<file path="config.mk">
export PLATFORM = sky130hd
export DESIGN_NAME = sram_word_client_flat
export DESIGN_NICKNAME = d
export VERILOG_FILES = /design/src/rtl/sram_word_client_if.sv /design/src/rtl/sram_word_client.sv /design/src/flat_wrapper.sv
export SDC_FILE = /design/constraint.sdc
export NUM_CORES = 1
export LEC_CHECK = 0
export BUFFER_PORTS_ARGS = -buffer_cell sky130_fd_sc_hd__buf_4
export CAP_MARGIN = 20
export CORE_MARGIN = 5
export CORE_UTILIZATION = 48
export DETAILED_ROUTE_END_ITERATION = 7
export PLACE_DENSITY_LB_ADDON = 0.12
export SLEW_MARGIN = 30
export SYNTH_ARGS = -nofsm -noshare
export SYNTH_HDL_FRONTEND = slang
export SYNTH_SLANG_ARGS = --single-unit
</file>
<file path="constraint.sdc">
create_clock -name i_clk -period 2 [get_ports i_clk]
set_input_delay 0.1 -clock i_clk [delete_from_list [all_inputs] [get_ports i_clk]]
set_output_delay 0.1 -clock i_clk [all_outputs]
set_load 0.02 [all_outputs]
</file>
<file path="src/rtl/sram_word_client_if.sv">
// Host-side bundle for sram_word_client: single-word request/ack bus plus the line-fill stream.
// master = cache logic driving requests, slave = the client controller.
interface sram_word_client_if #(
    parameter int DATA_WIDTH    = 128,
    parameter int ADDRESS_WIDTH = 7
);
    localparam int LANE_BITS = $clog2(DATA_WIDTH / 32);

    logic                               i_req;
    logic                               i_we;
    logic [ADDRESS_WIDTH+LANE_BITS-1:0] i_addr;
    logic [3:0]                         i_sel;
    logic [31:0]                        i_wdata;
    logic                               o_ack;
    logic [31:0]                        o_rdata;

    logic                               i_fill_start;
    logic [ADDRESS_WIDTH-1:0]           i_fill_line;
    logic                               i_fill_valid;
    logic [31:0]                        i_fill_data;
    logic                               o_fill_ready;
    logic                               o_fill_done;

    modport master (
        output i_req, i_we, i_addr, i_sel, i_wdata,
        output i_fill_start, i_fill_line, i_fill_valid, i_fill_data,
        input  o_ack, o_rdata, o_fill_ready, o_fill_done
    );

    modport slave (
        input  i_req, i_we, i_addr, i_sel, i_wdata,
        input  i_fill_start, i_fill_line, i_fill_valid, i_fill_data,
        output o_ack, o_rdata, o_fill_ready, o_fill_done
    );
endinterface

</file>
<file path="src/rtl/sram_word_client.sv">
// 32-bit host client for a byte-enabled line SRAM: lane-mapped word reads/writes with the
// SRAM's 2-cycle read latency absorbed, and 32-bit fill bursts packed into one line write.
module sram_word_client #(
    parameter int DATA_WIDTH    = 128,
    parameter int ADDRESS_WIDTH = 7
) (
    input  logic                      i_clk,
    input  logic                      i_rst_n,
    sram_word_client_if.slave         bus,
    output logic [ADDRESS_WIDTH-1:0]  o_sram_address,
    output logic [DATA_WIDTH-1:0]     o_sram_write_data,
    output logic                      o_sram_write_enable,
    output logic [DATA_WIDTH/8-1:0]   o_sram_byte_enable,
    input  logic [DATA_WIDTH-1:0]     i_sram_read_data
);
    localparam int LANES     = DATA_WIDTH / 32;
    localparam int LANE_BITS = $clog2(LANES);
    localparam int BE_W      = DATA_WIDTH / 8;

    localparam logic [LANE_BITS-1:0] LAST_LANE = LANE_BITS'(LANES - 1);

    localparam logic [2:0] S_IDLE    = 3'd0;
    localparam logic [2:0] S_WR      = 3'd1;
    localparam logic [2:0] S_RD1     = 3'd2;
    localparam logic [2:0] S_RD2     = 3'd3;
    localparam logic [2:0] S_RD3     = 3'd4;
    localparam logic [2:0] S_RDACK   = 3'd5;
    localparam logic [2:0] S_FILL    = 3'd6;
    localparam logic [2:0] S_FILL_WR = 3'd7;

    logic [2:0]               state_q, state_d;
    logic [LANE_BITS-1:0]     cnt_q, cnt_d;
    logic [DATA_WIDTH-1:0]    buf_q, buf_d;
    logic [ADDRESS_WIDTH-1:0] fill_line_q, fill_line_d;
    logic [LANE_BITS-1:0]     lane_q, lane_d;
    logic [ADDRESS_WIDTH-1:0] addr_q, addr_d;
    logic [DATA_WIDTH-1:0]    wdata_q, wdata_d;
    logic                     we_q, we_d;
    logic [BE_W-1:0]          be_q, be_d;
    logic                     ack_q, ack_d;
    logic [31:0]              rdata_q, rdata_d;
    logic                     done_q, done_d;

    logic [LANE_BITS-1:0]     req_lane;
    logic [ADDRESS_WIDTH-1:0] req_line;

    assign req_lane = bus.i_addr[LANE_BITS-1:0];
    assign req_line = bus.i_addr[LANE_BITS +: ADDRESS_WIDTH];

    always_comb begin
        // NOTE: every signal assigned here gets a default first, so no path can infer a latch.
        state_d     = state_q;
        cnt_d       = cnt_q;
        buf_d       = buf_q;
        fill_line_d = fill_line_q;
        lane_d      = lane_q;
        addr_d      = addr_q;
        wdata_d     = wdata_q;
        rdata_d     = rdata_q;
        we_d        = 1'b0;
        be_d        = '0;
        ack_d       = 1'b0;
        done_d      = 1'b0;

        case (state_q)
            S_IDLE: begin
                if (bus.i_fill_start) begin
                    state_d     = S_FILL;
                    fill_line_d = bus.i_fill_line;
                    cnt_d       = '0;
                end else if (bus.i_req) begin
                    lane_d = req_lane;
                    addr_d = req_line;
                    if (bus.i_we) begin
                        state_d = S_WR;
                        we_d    = 1'b1;
                        ack_d   = 1'b1;
                        be_d    = BE_W'(bus.i_sel) << {req_lane, 2'b00};
                        wdata_d = {LANES{bus.i_wdata}};
                    end else begin
                        state_d = S_RD1;
                    end
                end
            end
            S_WR:    state_d = S_IDLE;
            S_RD1:   state_d = S_RD2;
            S_RD2:   state_d = S_RD3;
            S_RD3: begin
                // SRAM q for the address launched at accept is valid in this cycle only.
                state_d = S_RDACK;
                rdata_d = i_sram_read_data[32*lane_q +: 32];
                ack_d   = 1'b1;
            end
            S_RDACK: state_d = S_IDLE;
            S_FILL: begin
                if (bus.i_fill_valid) begin
                    buf_d[32*cnt_q +: 32] = bus.i_fill_data;
                    cnt_d                 = cnt_q + 1'b1;
                    if (cnt_q == LAST_LANE) begin
                        state_d = S_FILL_WR;
                        we_d    = 1'b1;
                        be_d    = '1;
                        addr_d  = fill_line_q;
                        wdata_d = buf_d;
                        done_d  = 1'b1;
                    end
                end
            end
            S_FILL_WR: state_d = S_IDLE;
            default:   state_d = S_IDLE;
        endcase
    end

    always_ff @(posedge i_clk or negedge i_rst_n) begin
        if (!i_rst_n) begin
            state_q     <= S_IDLE;
            cnt_q       <= '0;
            // NOTE: the line buffer is reset so an aborted fill never leaks stale words.
            buf_q       <= '0;
            fill_line_q <= '0;
            lane_q      <= '0;
            addr_q      <= '0;
            wdata_q     <= '0;
            we_q        <= 1'b0;
            be_q        <= '0;
            ack_q       <= 1'b0;
            rdata_q     <= '0;
            done_q      <= 1'b0;
        end else begin
            // NOTE: non-blocking only, so every register samples pre-edge values.
            state_q     <= state_d;
            cnt_q       <= cnt_d;
            buf_q       <= buf_d;
            fill_line_q <= fill_line_d;
            lane_q      <= lane_d;
            addr_q      <= addr_d;
            wdata_q     <= wdata_d;
            we_q        <= we_d;
            be_q        <= be_d;
            ack_q       <= ack_d;
            rdata_q     <= rdata_d;
            done_q      <= done_d;
        end
    end

    assign bus.o_ack          = ack_q;
    assign bus.o_rdata        = rdata_q;
    assign bus.o_fill_ready   = (state_q == S_FILL);
    assign bus.o_fill_done    = done_q;
    assign o_sram_address      = addr_q;
    assign o_sram_write_data   = wdata_q;
    assign o_sram_write_enable = we_q;
    assign o_sram_byte_enable  = be_q;
endmodule

</file>
<file path="src/flat_wrapper.sv">
// flat-port wrapper written by rule: the top's interface ports become plain ports
module sram_word_client_flat 
#(
    parameter int DATA_WIDTH    = 128,
    parameter int ADDRESS_WIDTH = 7
)
  (i_clk, i_rst_n, o_sram_address, o_sram_write_data, o_sram_write_enable, o_sram_byte_enable, i_sram_read_data, bus_i_req, bus_i_we, bus_i_addr, bus_i_sel, bus_i_wdata, bus_i_fill_start, bus_i_fill_line, bus_i_fill_valid, bus_i_fill_data, bus_o_ack, bus_o_rdata, bus_o_fill_ready, bus_o_fill_done);
  sram_word_client_if #(.DATA_WIDTH(DATA_WIDTH), .ADDRESS_WIDTH(ADDRESS_WIDTH)) bus_i ();
  input  logic i_clk;
  input  logic i_rst_n;
  output logic [ADDRESS_WIDTH-1:0] o_sram_address;
  output logic [DATA_WIDTH-1:0] o_sram_write_data;
  output logic o_sram_write_enable;
  output logic [DATA_WIDTH/8-1:0] o_sram_byte_enable;
  input  logic [DATA_WIDTH-1:0] i_sram_read_data;
  input wire logic [$bits(bus_i.i_req)-1:0] bus_i_req;
  input wire logic [$bits(bus_i.i_we)-1:0] bus_i_we;
  input wire logic [$bits(bus_i.i_addr)-1:0] bus_i_addr;
  input wire logic [$bits(bus_i.i_sel)-1:0] bus_i_sel;
  input wire logic [$bits(bus_i.i_wdata)-1:0] bus_i_wdata;
  input wire logic [$bits(bus_i.i_fill_start)-1:0] bus_i_fill_start;
  input wire logic [$bits(bus_i.i_fill_line)-1:0] bus_i_fill_line;
  input wire logic [$bits(bus_i.i_fill_valid)-1:0] bus_i_fill_valid;
  input wire logic [$bits(bus_i.i_fill_data)-1:0] bus_i_fill_data;
  output wire logic [$bits(bus_i.o_ack)-1:0] bus_o_ack;
  output wire logic [$bits(bus_i.o_rdata)-1:0] bus_o_rdata;
  output wire logic [$bits(bus_i.o_fill_ready)-1:0] bus_o_fill_ready;
  output wire logic [$bits(bus_i.o_fill_done)-1:0] bus_o_fill_done;
  assign bus_i.i_req = bus_i_req;
  assign bus_i.i_we = bus_i_we;
  assign bus_i.i_addr = bus_i_addr;
  assign bus_i.i_sel = bus_i_sel;
  assign bus_i.i_wdata = bus_i_wdata;
  assign bus_i.i_fill_start = bus_i_fill_start;
  assign bus_i.i_fill_line = bus_i_fill_line;
  assign bus_i.i_fill_valid = bus_i_fill_valid;
  assign bus_i.i_fill_data = bus_i_fill_data;
  assign bus_o_ack = bus_i.o_ack;
  assign bus_o_rdata = bus_i.o_rdata;
  assign bus_o_fill_ready = bus_i.o_fill_ready;
  assign bus_o_fill_done = bus_i.o_fill_done;
  sram_word_client #(.DATA_WIDTH(DATA_WIDTH), .ADDRESS_WIDTH(ADDRESS_WIDTH)) u_core (.i_clk(i_clk), .i_rst_n(i_rst_n), .bus(bus_i), .o_sram_address(o_sram_address), .o_sram_write_data(o_sram_write_data), .o_sram_write_enable(o_sram_write_enable), .o_sram_byte_enable(o_sram_byte_enable), .i_sram_read_data(i_sram_read_data));
endmodule
</file>
==> flow_summary.ini <==
[status]
status = finished, final reports clean

[synthesis]
postSynthAreaPerCell_um2 = 12.3
syn_nets = 1495
postSynth.asyncResetShare = 1.00
syn-instance-count = 1271
ys_types = 43
synthesis.area_um2 = 15600
synth_edf_count = 0
synth-seq-cells = 328
ys_seq_area_frac = 0.525
synth_warnings = 0
dominantRegCellSynth = dfrtp_1

[setup_path]
cp_cell_sequence = buf_4 -> ha_1 -> and4bb_2 -> buf_12 -> a221oi_1 -> o31ai_1
cp-start-kind = register
crit_cells = 6
cpMaxStageDelayCell = dfrtp_2
crit_end = u_core.o_sram_write_data[117]$_DFFE_PN0P_
rr_startpoint = u_core.cnt_q[0]$_DFFE_PN0P_
path_max_fanout = 13
cp.required_ns = 2.38
path_buf_inv = 2
critPathTopFamily = compound AO/OA/AOI/OAI gates
timing.rr.end = u_core.o_sram_write_data[117]$_DFFE_PN0P_
crit_path_max_incr_delay_ns = 0.41
startpoint = u_core.cnt_q[0]$_DFFE_PN0P_
crit_path_end_kind = register
crit_arrival_ns = 2.34
worstSetupPathType = reg -> reg
ff2ff_setup_slack_ns = 0.04
worst_r2r_path_depth = 6

[route]
wl_per_cell_um = 26.2
via_per_inst = 6.60
dr.pass1.iters = 6
vias = 14100
drc = 0
ant_nets = 0
wl_um = 56200
first_iter_violations = 1284

[clock_tree]
clkSinkCount = 328
htreeDepth = 2
path_clk_slew_ns = 0.06
clkLatencyLatePin_ns = 0.52
cts_made_buffers = 36
cts_root_buffer = clkbuf_16
ctsLongestPathBuffers = 3
cts_tree = done

[timing]
tightestPinTransition_ns = 0.654
fin_skew_ns = 0.0215
setup_viol = 0
fmax_ghz = 0.511
slew_headroom = 0.564
slew_viol_final = 0
fin_crit_ns = 1.96
fin_crit_sh = 0.979
rsz0062_at_grt = yes
whs_ns = 0.0158
hold_viol_final = 0
setup_tns_ns = 0

[layout]
area_growth_pct = 37.2
drive_gt1_frac = 0.393
fin_util = 0.663
final_nets = 1893
final_common_cell = buf_4
multi_input_area_um2 = 6690
seqCellArea_um2 = 8210
final_cell_mix = buf_4 (444), dfrtp_1 (326), o31ai_1 (131), a22o_1 (128), o221ai_1 (128)
fillers = 2496
final_cell_area_um2 = 21500

[floorplanning]
initial_core_util = 0.483
fp-row-count = 66
coreArea_um2 = 32400
die_h_um = 190
ioPinCount = 405
die_w_um = 190
dieArea_um2 = 36300

[global_route]
grt_pass1_wl_um = 86700
first_global_vias = 14500
antenna_found_initial = 2
grt_overflow = 0
track_usage = 0.302
grt_max_degree = 74

[pwr]
vdd_ir_drop_max_mv = 0.849
power_mw = 31.6
power_leakage_nw = 9.72
power.density_nw_per_um2 = 1470

[place]
port-buffer-count = 404
gp_congestion = 0.837
postPlaceCellArea_um2 = 19400
dp_hpwl_um = 36300

[worst_hold_path]
hp-class = in -> reg

[flow_run]
drv_cap = 0
==> final cells by class <==
cell class / instances / area share
diodes: 2 / 0.000233
clock buffers: 51 / 0.0475
clock inverters: 14 / 0.00635
multi-input cells: 737 / 0.312
well taps: 442 / 0.0258
repair buffers: 556 / 0.224
inverters: 10 / 0.00216
flip-flops and latches: 328 / 0.383
==> flip-flops by register name, indices dropped and copies added (netlist names) <==
name	cells
u_core.o_sram_address	7
u_core.state_q	3
u_core.cnt_q	2
u_core.lane_q	2
u_core.bus.o_fill_done	1
u_core.o_sram_write_data	128
u_core.o_sram_write_enable	1
u_core.fill_line_q	7
u_core.bus.o_rdata	32
u_core.bus.o_ack	1
u_core.buf_q	128
u_core.o_sram_byte_enable	16
==> kinds of logic (layout without fill, tap and decap cells) <==
logic type / count (synthesis) / count (layout) / synth area share
simple gates: 105 / 105 / 0.0384
other cells: 0 / 2 / 0
flops: 328 / 328 / 0.525
fa+ha+maj: 6 / 6 / 0.00480
buf+inv: 206 / 631 / 0.0584
xor+xnor: 1 / 1 / 0.000560
mux: 87 / 87 / 0.0857
compound gates: 538 / 538 / 0.287
==> tightest hold or removal path, stage by stage <==
cell     delay (ns)
buf_4          0.08
nor2_1         0.08
o31ai_1        0.22
==> through the flow <==
step / std cells / setup WS (ns)
finish: 2140 / 0.0423
global route: 2140 / -0.0265
CTS: 2135 / -0.00976
detailed placement: 1994 / -0.130
global placement: 1993 / -0.106
floorplan: 1271 / 0.0309
==> how the worst min path moves through the flow <==
stage | from | to | slack, ns | depth (start not counted)
finish | bus_i_wdata[28] | u_core.o_sram_write_data[60]$_DFFE_PN0P_ | 0.02 | 3
global route | bus_i_wdata[5] | u_core.o_sram_write_data[37]$_DFFE_PN0P_ | 0.01 | 3
CTS | bus_i_wdata[29] | u_core.o_sram_write_data[61]$_DFFE_PN0P_ | 0.002 | 3
detailed placement | i_rst_n | u_core.buf_q[73]$_DFFE_PN0P_ | 0.05 | 1
global placement | i_rst_n | u_core.buf_q[73]$_DFFE_PN0P_ | 0.05 | 1
floorplan | i_rst_n | u_core.buf_q[0]$_DFFE_PN0P_ | -0.20 | 0
==> synth_stat cells, types with 2 or more instances <==
library cell / number / area share
buf_4: 2 / 0.00096
nand2b_1: 2 / 0.00080
a221oi_1: 96 / 0.054
inv_1: 10 / 0.0024
clkbuf_1: 101 / 0.024
ha_1: 6 / 0.0048
nor2b_1: 35 / 0.014
o21ai_0: 15 / 0.0048
mux2_2: 55 / 0.040
dfrtp_1: 328 / 0.52
and2_1: 4 / 0.0016
nand3_1: 4 / 0.0013
o31ai_1: 131 / 0.063
and4b_1: 3 / 0.0019
nand3b_1: 3 / 0.0014
a22o_1: 128 / 0.072
mux4_2: 32 / 0.046
buf_6: 11 / 0.0079
nand2_1: 10 / 0.0024
nor2_1: 32 / 0.0077
nor3b_2: 2 / 0.0016
buf_1: 42 / 0.010
a311oi_1: 33 / 0.018
buf_2: 40 / 0.013
o221ai_1: 128 / 0.072
==> repair_timing <==
action	in CTS	in global routing
buffers inserted	2	3
setup endpoints to repair	125	186
pin swaps	1	2
gates resized for setup	8	20
hold buffers	74	0
hold endpoints to repair	543	0
==> metal layers <==
layer | GRT usage | vias up | wire length, um
li1 | - | 6003 | -
met1 | 0.406 | 7241 | 22000
met2 | 0.491 | 746 | 27500
met3 | 0.0622 | 128 | 4700
met4 | 0.104 | 0 | 2010
met5 | 0 | - | 0
==> power breakdown <==
part / internal [mW] / total [mW] / switching, mW
clock network: 3.83 / 6.56 / 2.73
logic: 6.55 / 14.7 / 8.14
registers: 8.88 / 10.4 / 1.50
total: 19.3 / 31.6 / 12.4
(Power assumes the default switching activity.)
